File: config.mk
export PLATFORM = sky130hd
export DESIGN_NAME = audio_gain_ramp_flat
export DESIGN_NICKNAME = d
export VERILOG_FILES = /design/src/rtl/audio_gain_ramp_if.sv /design/src/rtl/audio_gain_ramp.sv /design/src/flat_wrapper.sv
export SDC_FILE = /design/constraint.sdc
export NUM_CORES = 2
export LEC_CHECK = 0
export CORE_MARGIN = 5
export CORE_UTILIZATION = 65
export CTS_BUF_LIST = sky130_fd_sc_hd__clkbuf_4 sky130_fd_sc_hd__clkbuf_8
export CTS_CLUSTER_SIZE = 10
export DETAILED_ROUTE_END_ITERATION = 16
export HOLD_SLACK_MARGIN = 0.02
export PLACE_DENSITY = 0.84
export SETUP_SLACK_MARGIN = 0.2
export SLEW_MARGIN = 20
export SYNTH_ARGS = -nofsm -noshare
export SYNTH_HDL_FRONTEND = slang
export SYNTH_SLANG_ARGS = --single-unit
File: constraint.sdc
create_clock -name clk -period 18.75 [get_ports clk]
set_input_delay 1.875 -clock clk [delete_from_list [all_inputs] [get_ports clk]]
set_output_delay 1.875 -clock clk [all_outputs]
set_load 0.05 [all_outputs]
File: src/rtl/audio_gain_ramp_if.sv
// ============================================================================
// Module   : Axis_If
// Purpose  : Minimal AXI-stream style handshake bundle (data/valid/ready)
//            used for the stereo sample path.
// Ports    : data  - stream word (left channel in upper half, right in lower)
//            valid - producer has a word on data
//            ready - consumer can take the word this cycle
// Modports : Master (drives data/valid), Slave (drives ready)
// Revision : 1.0 - initial release
// ============================================================================
`default_nettype none

interface Axis_If #(
  parameter int WIDTH = 48
) ();
  logic [WIDTH-1:0] data;
  logic             valid;
  logic             ready;

  modport Master (output data, output valid, input  ready);
  modport Slave  (input  data, input  valid, output ready);
endinterface

`default_nettype wire

File: src/rtl/audio_gain_ramp.sv
// ============================================================================
// Module   : audio_gain_ramp
// Purpose  : Stereo volume stage. Each accepted sample is multiplied by a
//            shared Q2.14 gain that ramps toward the requested target by at
//            most RAMP_STEP per accepted sample, then rounded (half up) and
//            saturated to the sample width. Clipped samples are counted.
// Ports    : clk         - system clock
//            reset       - synchronous, active-high reset
//            s_sample    - input stream  {left, right}, two's complement
//            m_sample    - output stream {left, right}, same packing
//            target_gain - requested gain, Q2.14 unsigned
//            mute        - forces the effective target to zero
//            ramp_busy   - current gain has not yet reached the target
//            clip_count  - saturating count of clipped output samples
// Revision : 1.0 - initial release
// ============================================================================
`default_nettype none

module audio_gain_ramp #(
  parameter int BIT_DEPTH  = 24,
  parameter int GAIN_WIDTH = 16,
  parameter int RAMP_STEP  = 16
) (
  input  logic                  clk,
  input  logic                  reset,
  Axis_If.Slave                 s_sample,
  Axis_If.Master                m_sample,
  input  logic [GAIN_WIDTH-1:0] target_gain,
  input  logic                  mute,
  output logic                  ramp_busy,
  output logic [15:0]           clip_count
);

  // Product width: signed sample x (gain zero-extended to a signed operand).
  localparam int PW   = BIT_DEPTH + GAIN_WIDTH + 1;
  // Q2.x format: two integer bits, the rest fractional.
  localparam int FRAC = GAIN_WIDTH - 2;
  // Half an output LSB, added before the arithmetic shift for round-half-up.
  localparam logic signed [PW-1:0]       ROUND = {{(PW-FRAC){1'b0}}, 1'b1, {(FRAC-1){1'b0}}};
  localparam logic [GAIN_WIDTH-1:0]      STEP  = GAIN_WIDTH'(RAMP_STEP);
  localparam logic [15:0]                CNT_MAX = 16'hFFFF;

  logic                   en;
  logic                   acc;
  logic                   w_load;
  logic [GAIN_WIDTH-1:0]  w_tgt;
  logic [GAIN_WIDTH-1:0]  w_dist;
  logic [GAIN_WIDTH-1:0]  gain_q;
  logic [GAIN_WIDTH-1:0]  gain_d;
  logic                   s1_valid_q;
  logic                   m_valid_q;
  logic [2*BIT_DEPTH-1:0] m_data_q;
  logic [15:0]            clip_q;
  logic [2*BIT_DEPTH-1:0] w_sat;
  logic [1:0]             w_clip;

  // Whole pipeline advances together; ready depends only on output state.
  assign en             = !m_valid_q || m_sample.ready;
  assign s_sample.ready = en;
  assign acc            = s_sample.valid && en;
  assign w_load         = en && s1_valid_q;

  assign w_tgt     = mute ? '0 : target_gain;
  assign ramp_busy = (gain_q != w_tgt);

  // Gain only moves on accepted samples, so an idle stream freezes the ramp.
  always_comb begin
    gain_d = gain_q;
    w_dist = (gain_q < w_tgt) ? (w_tgt - gain_q) : (gain_q - w_tgt);
    if (acc) begin
      if (w_dist <= STEP) begin
        gain_d = w_tgt;
      end else if (gain_q < w_tgt) begin
        gain_d = gain_q + STEP;
      end else begin
        gain_d = gain_q - STEP;
      end
    end
  end

  // Per-channel multiply (S1) and round/saturate (feeds S2).
  // Channel 0 is the right sample (low half), channel 1 the left.
  for (genvar ch = 0; ch < 2; ch++) begin : g_ch
    logic signed [BIT_DEPTH-1:0] w_smp;
    logic signed [PW-1:0]        prod_q;
    logic signed [PW-1:0]        w_shift;
    logic                        w_ovf;

    assign w_smp = s_sample.data[ch*BIT_DEPTH +: BIT_DEPTH];

    // The gain used is the pre-update value of the acceptance cycle.
    always_ff @(posedge clk) begin
      if (acc) begin
        prod_q <= w_smp * $signed({1'b0, gain_q});
      end
    end

    assign w_shift = (prod_q + ROUND) >>> FRAC;

    // Result fits only if every bit above the output sign bit matches it.
    assign w_ovf = (w_shift[PW-1:BIT_DEPTH-1] != {(PW-BIT_DEPTH+1){w_shift[PW-1]}});

    assign w_clip[ch] = w_ovf;
    assign w_sat[ch*BIT_DEPTH +: BIT_DEPTH] =
        !w_ovf        ? w_shift[BIT_DEPTH-1:0] :
        w_shift[PW-1] ? {1'b1, {(BIT_DEPTH-1){1'b0}}} :
                        {1'b0, {(BIT_DEPTH-1){1'b1}}};
  end

  always_ff @(posedge clk) begin
    if (reset) begin
      gain_q     <= '0;
      s1_valid_q <= 1'b0;
      m_valid_q  <= 1'b0;
      clip_q     <= '0;
    end else begin
      gain_q <= gain_d;
      if (en) begin
        s1_valid_q <= s_sample.valid;
        m_valid_q  <= s1_valid_q;
      end
      // One count per clipped sample, regardless of how many channels clipped.
      if (w_load && (|w_clip) && (clip_q != CNT_MAX)) begin
        clip_q <= clip_q + 16'd1;
      end
    end
  end

  always_ff @(posedge clk) begin
    if (w_load) begin
      m_data_q <= w_sat;
    end
  end

  assign m_sample.valid = m_valid_q;
  assign m_sample.data  = m_data_q;
  assign clip_count     = clip_q;

endmodule

`default_nettype wire

File: src/flat_wrapper.sv
// flat-port wrapper written by rule: the top's interface ports become plain ports
module audio_gain_ramp_flat 
#(
  parameter int BIT_DEPTH  = 24,
  parameter int GAIN_WIDTH = 16,
  parameter int RAMP_STEP  = 16
)
  (clk, reset, target_gain, mute, ramp_busy, clip_count, s_sample_data, s_sample_valid, s_sample_ready, m_sample_data, m_sample_valid, m_sample_ready);
  Axis_If #(.WIDTH(48)) s_sample_i ();
  Axis_If #(.WIDTH(48)) m_sample_i ();
  input  logic clk;
  input  logic reset;
  input  logic [GAIN_WIDTH-1:0] target_gain;
  input  logic mute;
  output logic ramp_busy;
  output logic [15:0] clip_count;
  input wire logic [$bits(s_sample_i.data)-1:0] s_sample_data;
  input wire logic [$bits(s_sample_i.valid)-1:0] s_sample_valid;
  output wire logic [$bits(s_sample_i.ready)-1:0] s_sample_ready;
  output wire logic [$bits(m_sample_i.data)-1:0] m_sample_data;
  output wire logic [$bits(m_sample_i.valid)-1:0] m_sample_valid;
  input wire logic [$bits(m_sample_i.ready)-1:0] m_sample_ready;
  assign s_sample_i.data = s_sample_data;
  assign s_sample_i.valid = s_sample_valid;
  assign s_sample_ready = s_sample_i.ready;
  assign m_sample_data = m_sample_i.data;
  assign m_sample_valid = m_sample_i.valid;
  assign m_sample_i.ready = m_sample_ready;
  audio_gain_ramp #(.BIT_DEPTH(BIT_DEPTH), .GAIN_WIDTH(GAIN_WIDTH), .RAMP_STEP(RAMP_STEP)) u_core (.clk(clk), .reset(reset), .s_sample(s_sample_i), .m_sample(m_sample_i), .target_gain(target_gain), .mute(mute), .ramp_busy(ramp_busy), .clip_count(clip_count));
endmodule
==> flow_summary.json <==
{
  "synth_top_area_share_pct": 42.7,
  "cts.path.max_buffers": 2,
  "reg2reg_from": "u_core.gain_q[5]",
  "drt_iter0_markers": 1524,
  "synthFlopType": "edfxtp_1",
  "first_global_vias": 28200,
  "syn-cell-area_um2": 35300,
  "min_path_cells": 2,
  "drtAntennaViolNets": 0,
  "grt_use_total_pct": 28.5,
  "syn_to_final_growth_pct": 5.97,
  "worstHoldPathType": "register to register",
  "period_needed_ns": 8.72,
  "dpl.hpwl_mm": 63.3,
  "min_from": "u_core.s1_valid_q",
  "cp-start-kind": "input port",
  "ys_types": 76,
  "drive_above_1_share_pct": 2.52,
  "port_buffers": 135,
  "clockRootBuffer": "clkbuf_8",
  "instances_no_fill": 4578,
  "rsz0062_at_grt": "false",
  "core_um2": 53800,
  "cts-hold-fix-buffers": 0,
  "yosys-top-cells-area": "fa_1 43%, inv_1 9.8%, edfxtp_1 8.9%, ha_1 8.6%, nand2_1 5.6%",
  "reg2reg_to": "u_core.g_ch[1].prod_q[37]",
  "nFillCells": 4067,
  "maxSlewHeadroom_pct": 30.1,
  "multiInputGateArea_um2": 27300,
  "cts_resized": 0,
  "cts.sinks": 138,
  "synth_common_cells": "924 x inv_1, 753 x fa_1, 526 x nand2_1",
  "antenna_found_initial": 1,
  "setup_tns_ns": 0,
  "dieArea_um2": 59000,
  "boundaryPins": 136,
  "cap_viol_max_count": 0,
  "endpoint_kind": "register",
  "post_drt_wl_per_cell_um": 17.7,
  "ys_seq_elements": 138,
  "cts_buffers": 17,
  "r2r_setup_slack_ns": 11.20,
  "finClkSkew_ns": 0.0313,
  "synth.most_common_cell": "inv_1",
  "die_h_um": 243,
  "synth_nets": 4933,
  "postCtsSetupBuffers": 0,
  "cts_tree": "yes",
  "diodes": 0,
  "crit_path_max_fanout": 16,
  "seq_area_frac_synth_pct": 10.8,
  "maxSlewViolCount": 0,
  "async_flop_share_pct": 0,
  "synth_edf_count": 104,
  "synthCells": 3869,
  "worstSkewPairLatency_ns": 0.52,
  "ff2ff_path_depth": 23,
  "dp_cells": 4546,
  "routed_via_density": 5.64,
  "die_w_um": 243,
  "worstSetupPathType": "input port to register",
  "drt-total-wl_mm": 81.1,
  "finalSetupViolCount": 0,
  "grt-ovfl-total": 0,
  "hold_end": "u_core.m_sample.valid",
  "place_area_um2": 37000,
  "rows": 85,
  "status": "complete, no violations",
  "place.gp.congestion": 0.938,
  "synth_area_leader_cell": "fa_1",
  "finalNetCount": 4933,
  "grt_max_degree": 54,
  "vias": 25800,
  "yosys_warnings": 0,
  "clk_pin_slew_ns": 0.11,
  "seq_area_um2": 3820,
  "tightest_slew_ns": 1.04,
  "start_util_pct": 65.5,
  "drc": 0,
  "cts.htree.levels": 4,
  "clock.fmax_mhz": 115,
  "cp.required_ns": 18.99,
  "final_cell_area_um2": 37400,
  "final.period_utilization_pct": 46.5,
  "drt_first_pass_iters": 7,
  "grt_pass1_wl_mm": 137,
  "hold_viol": 0,
  "avgSynthCellArea_um2": 9.12,
  "cp_data_arrival_time_ns": 8.96
}
[worst max-delay path by stage]
stage | startpoint | to | slack (ns) | depth (start not counted)
CTS | s_sample_data[38] | u_core.g_ch[1].prod_q[37] | 10.11 | 23
global placement | s_sample_data[23] | u_core.g_ch[0].prod_q[40] | 9.70 | 20
finish | s_sample_data[21] | u_core.g_ch[0].prod_q[40] | 10.03 | 23
detailed placement | s_sample_data[38] | u_core.g_ch[1].prod_q[37] | 9.54 | 23
global route | s_sample_data[38] | u_core.g_ch[1].prod_q[37] | 9.71 | 23
floorplan | s_sample_data[23] | u_core.g_ch[0].prod_q[40] | 10.75 | 20
[cell families (layout without fill, tap and decap cells)]
family | Yosys count | in the layout | synth area share [%]
AO/OA/AOI/OAI | 340 | 340 | 6.28
XOR/XNOR | 139 | 139 | 3.45
adder cells (fa/ha/maj) | 995 | 995 | 51.3
buffers and inverters | 1103 | 1116 | 11.9
flip-flops | 138 | 138 | 10.8
multiplexers | 7 | 7 | 0.206
AND/OR/NAND/NOR | 1147 | 1147 | 16.1
[cells in the final DEF, fill, tap and decap left out, types with 13 or more instances in the layout]
master / n
and2_1: 310
inv_1: 923
a21o_1: 33
nor2b_1: 13
and3_1: 26
ha_1: 242
fa_1: 753
xor2_1: 64
nor2_1: 82
edfxtp_1: 104
dfxtp_1: 23
nand4_1: 29
nor3_1: 33
clkbuf_8: 17
clkdlybuf4s50_1: 135
nand2b_1: 21
xnor2_1: 75
a31oi_1: 13
nand3_1: 42
and4_1: 17
a211oi_1: 13
o21ai_0: 30
buf_4: 24
o21a_1: 20
nand2_1: 526
a21oi_1: 131
[layout make-up]
cell class | count | area share [%]
well taps | 696 | 2.33
repair buffers | 159 | 4.10
flip-flops and latches | 138 | 10.2
clock buffers | 19 | 0.666
multi-input cells | 2628 | 73.0
inverters | 925 | 9.29
clock inverters | 13 | 0.365
[routing by layer]
| metal | GRT usage, % | part of all wire (%) | up-vias |
|---|---|---|---|
| li1 | - | - | 11600 |
| met1 | 35.5 | 38 | 12800 |
| met2 | 49.7 | 50 | 1124 |
| met3 | 6.38 | 8.9 | 221 |
| met4 | 9.08 | 3.0 | 0 |
| met5 | 0 | 0 | - |
[flip-flops by register name, indices dropped and copies added (netlist names)]
| signal | cells |
|---|---|
| u_core.clip_count | 16 |
| u_core.s1_valid_q | 1 |
| u_core.m_sample.data | 48 |
| u_core.m_sample.valid | 1 |
| u_core.g_ch.prod_q | 56 |
| u_core.gain_q | 16 |
[per-stage QoR]
step                      util, %  hold slack, ns  setup WS, ns
after floorplan                 -           0.434         10.75
after global placement       68.7           0.444          9.70
after detailed placement     68.7           0.451          9.54
after CTS                    69.4           0.468         10.11
after global routing         69.4           0.513          9.71
final                        69.4           0.468         10.03
[critical path, cell delays in order]
cell and delay (ns):
clkdlybuf4s50_1 0.86, and2_1 0.42, fa_1 0.51, inv_1 0.07, fa_1 0.50, fa_1 0.52
inv_1 0.06, fa_1 0.48, fa_1 0.49, inv_1 0.05, fa_1 0.55, inv_1 0.06
ha_1 0.33, a21o_1 0.18, a21oi_1 0.15, o21bai_1 0.08, a221oi_1 0.30, nor3b_1 0.22
nand3_1 0.15, a311o_1 0.41, a221o_1 0.37, a21oi_1 0.19, xor2_1 0.10
Power is not shown: default switching activity piles up to over one toggle a cycle in this logic, so the estimate is an artifact.
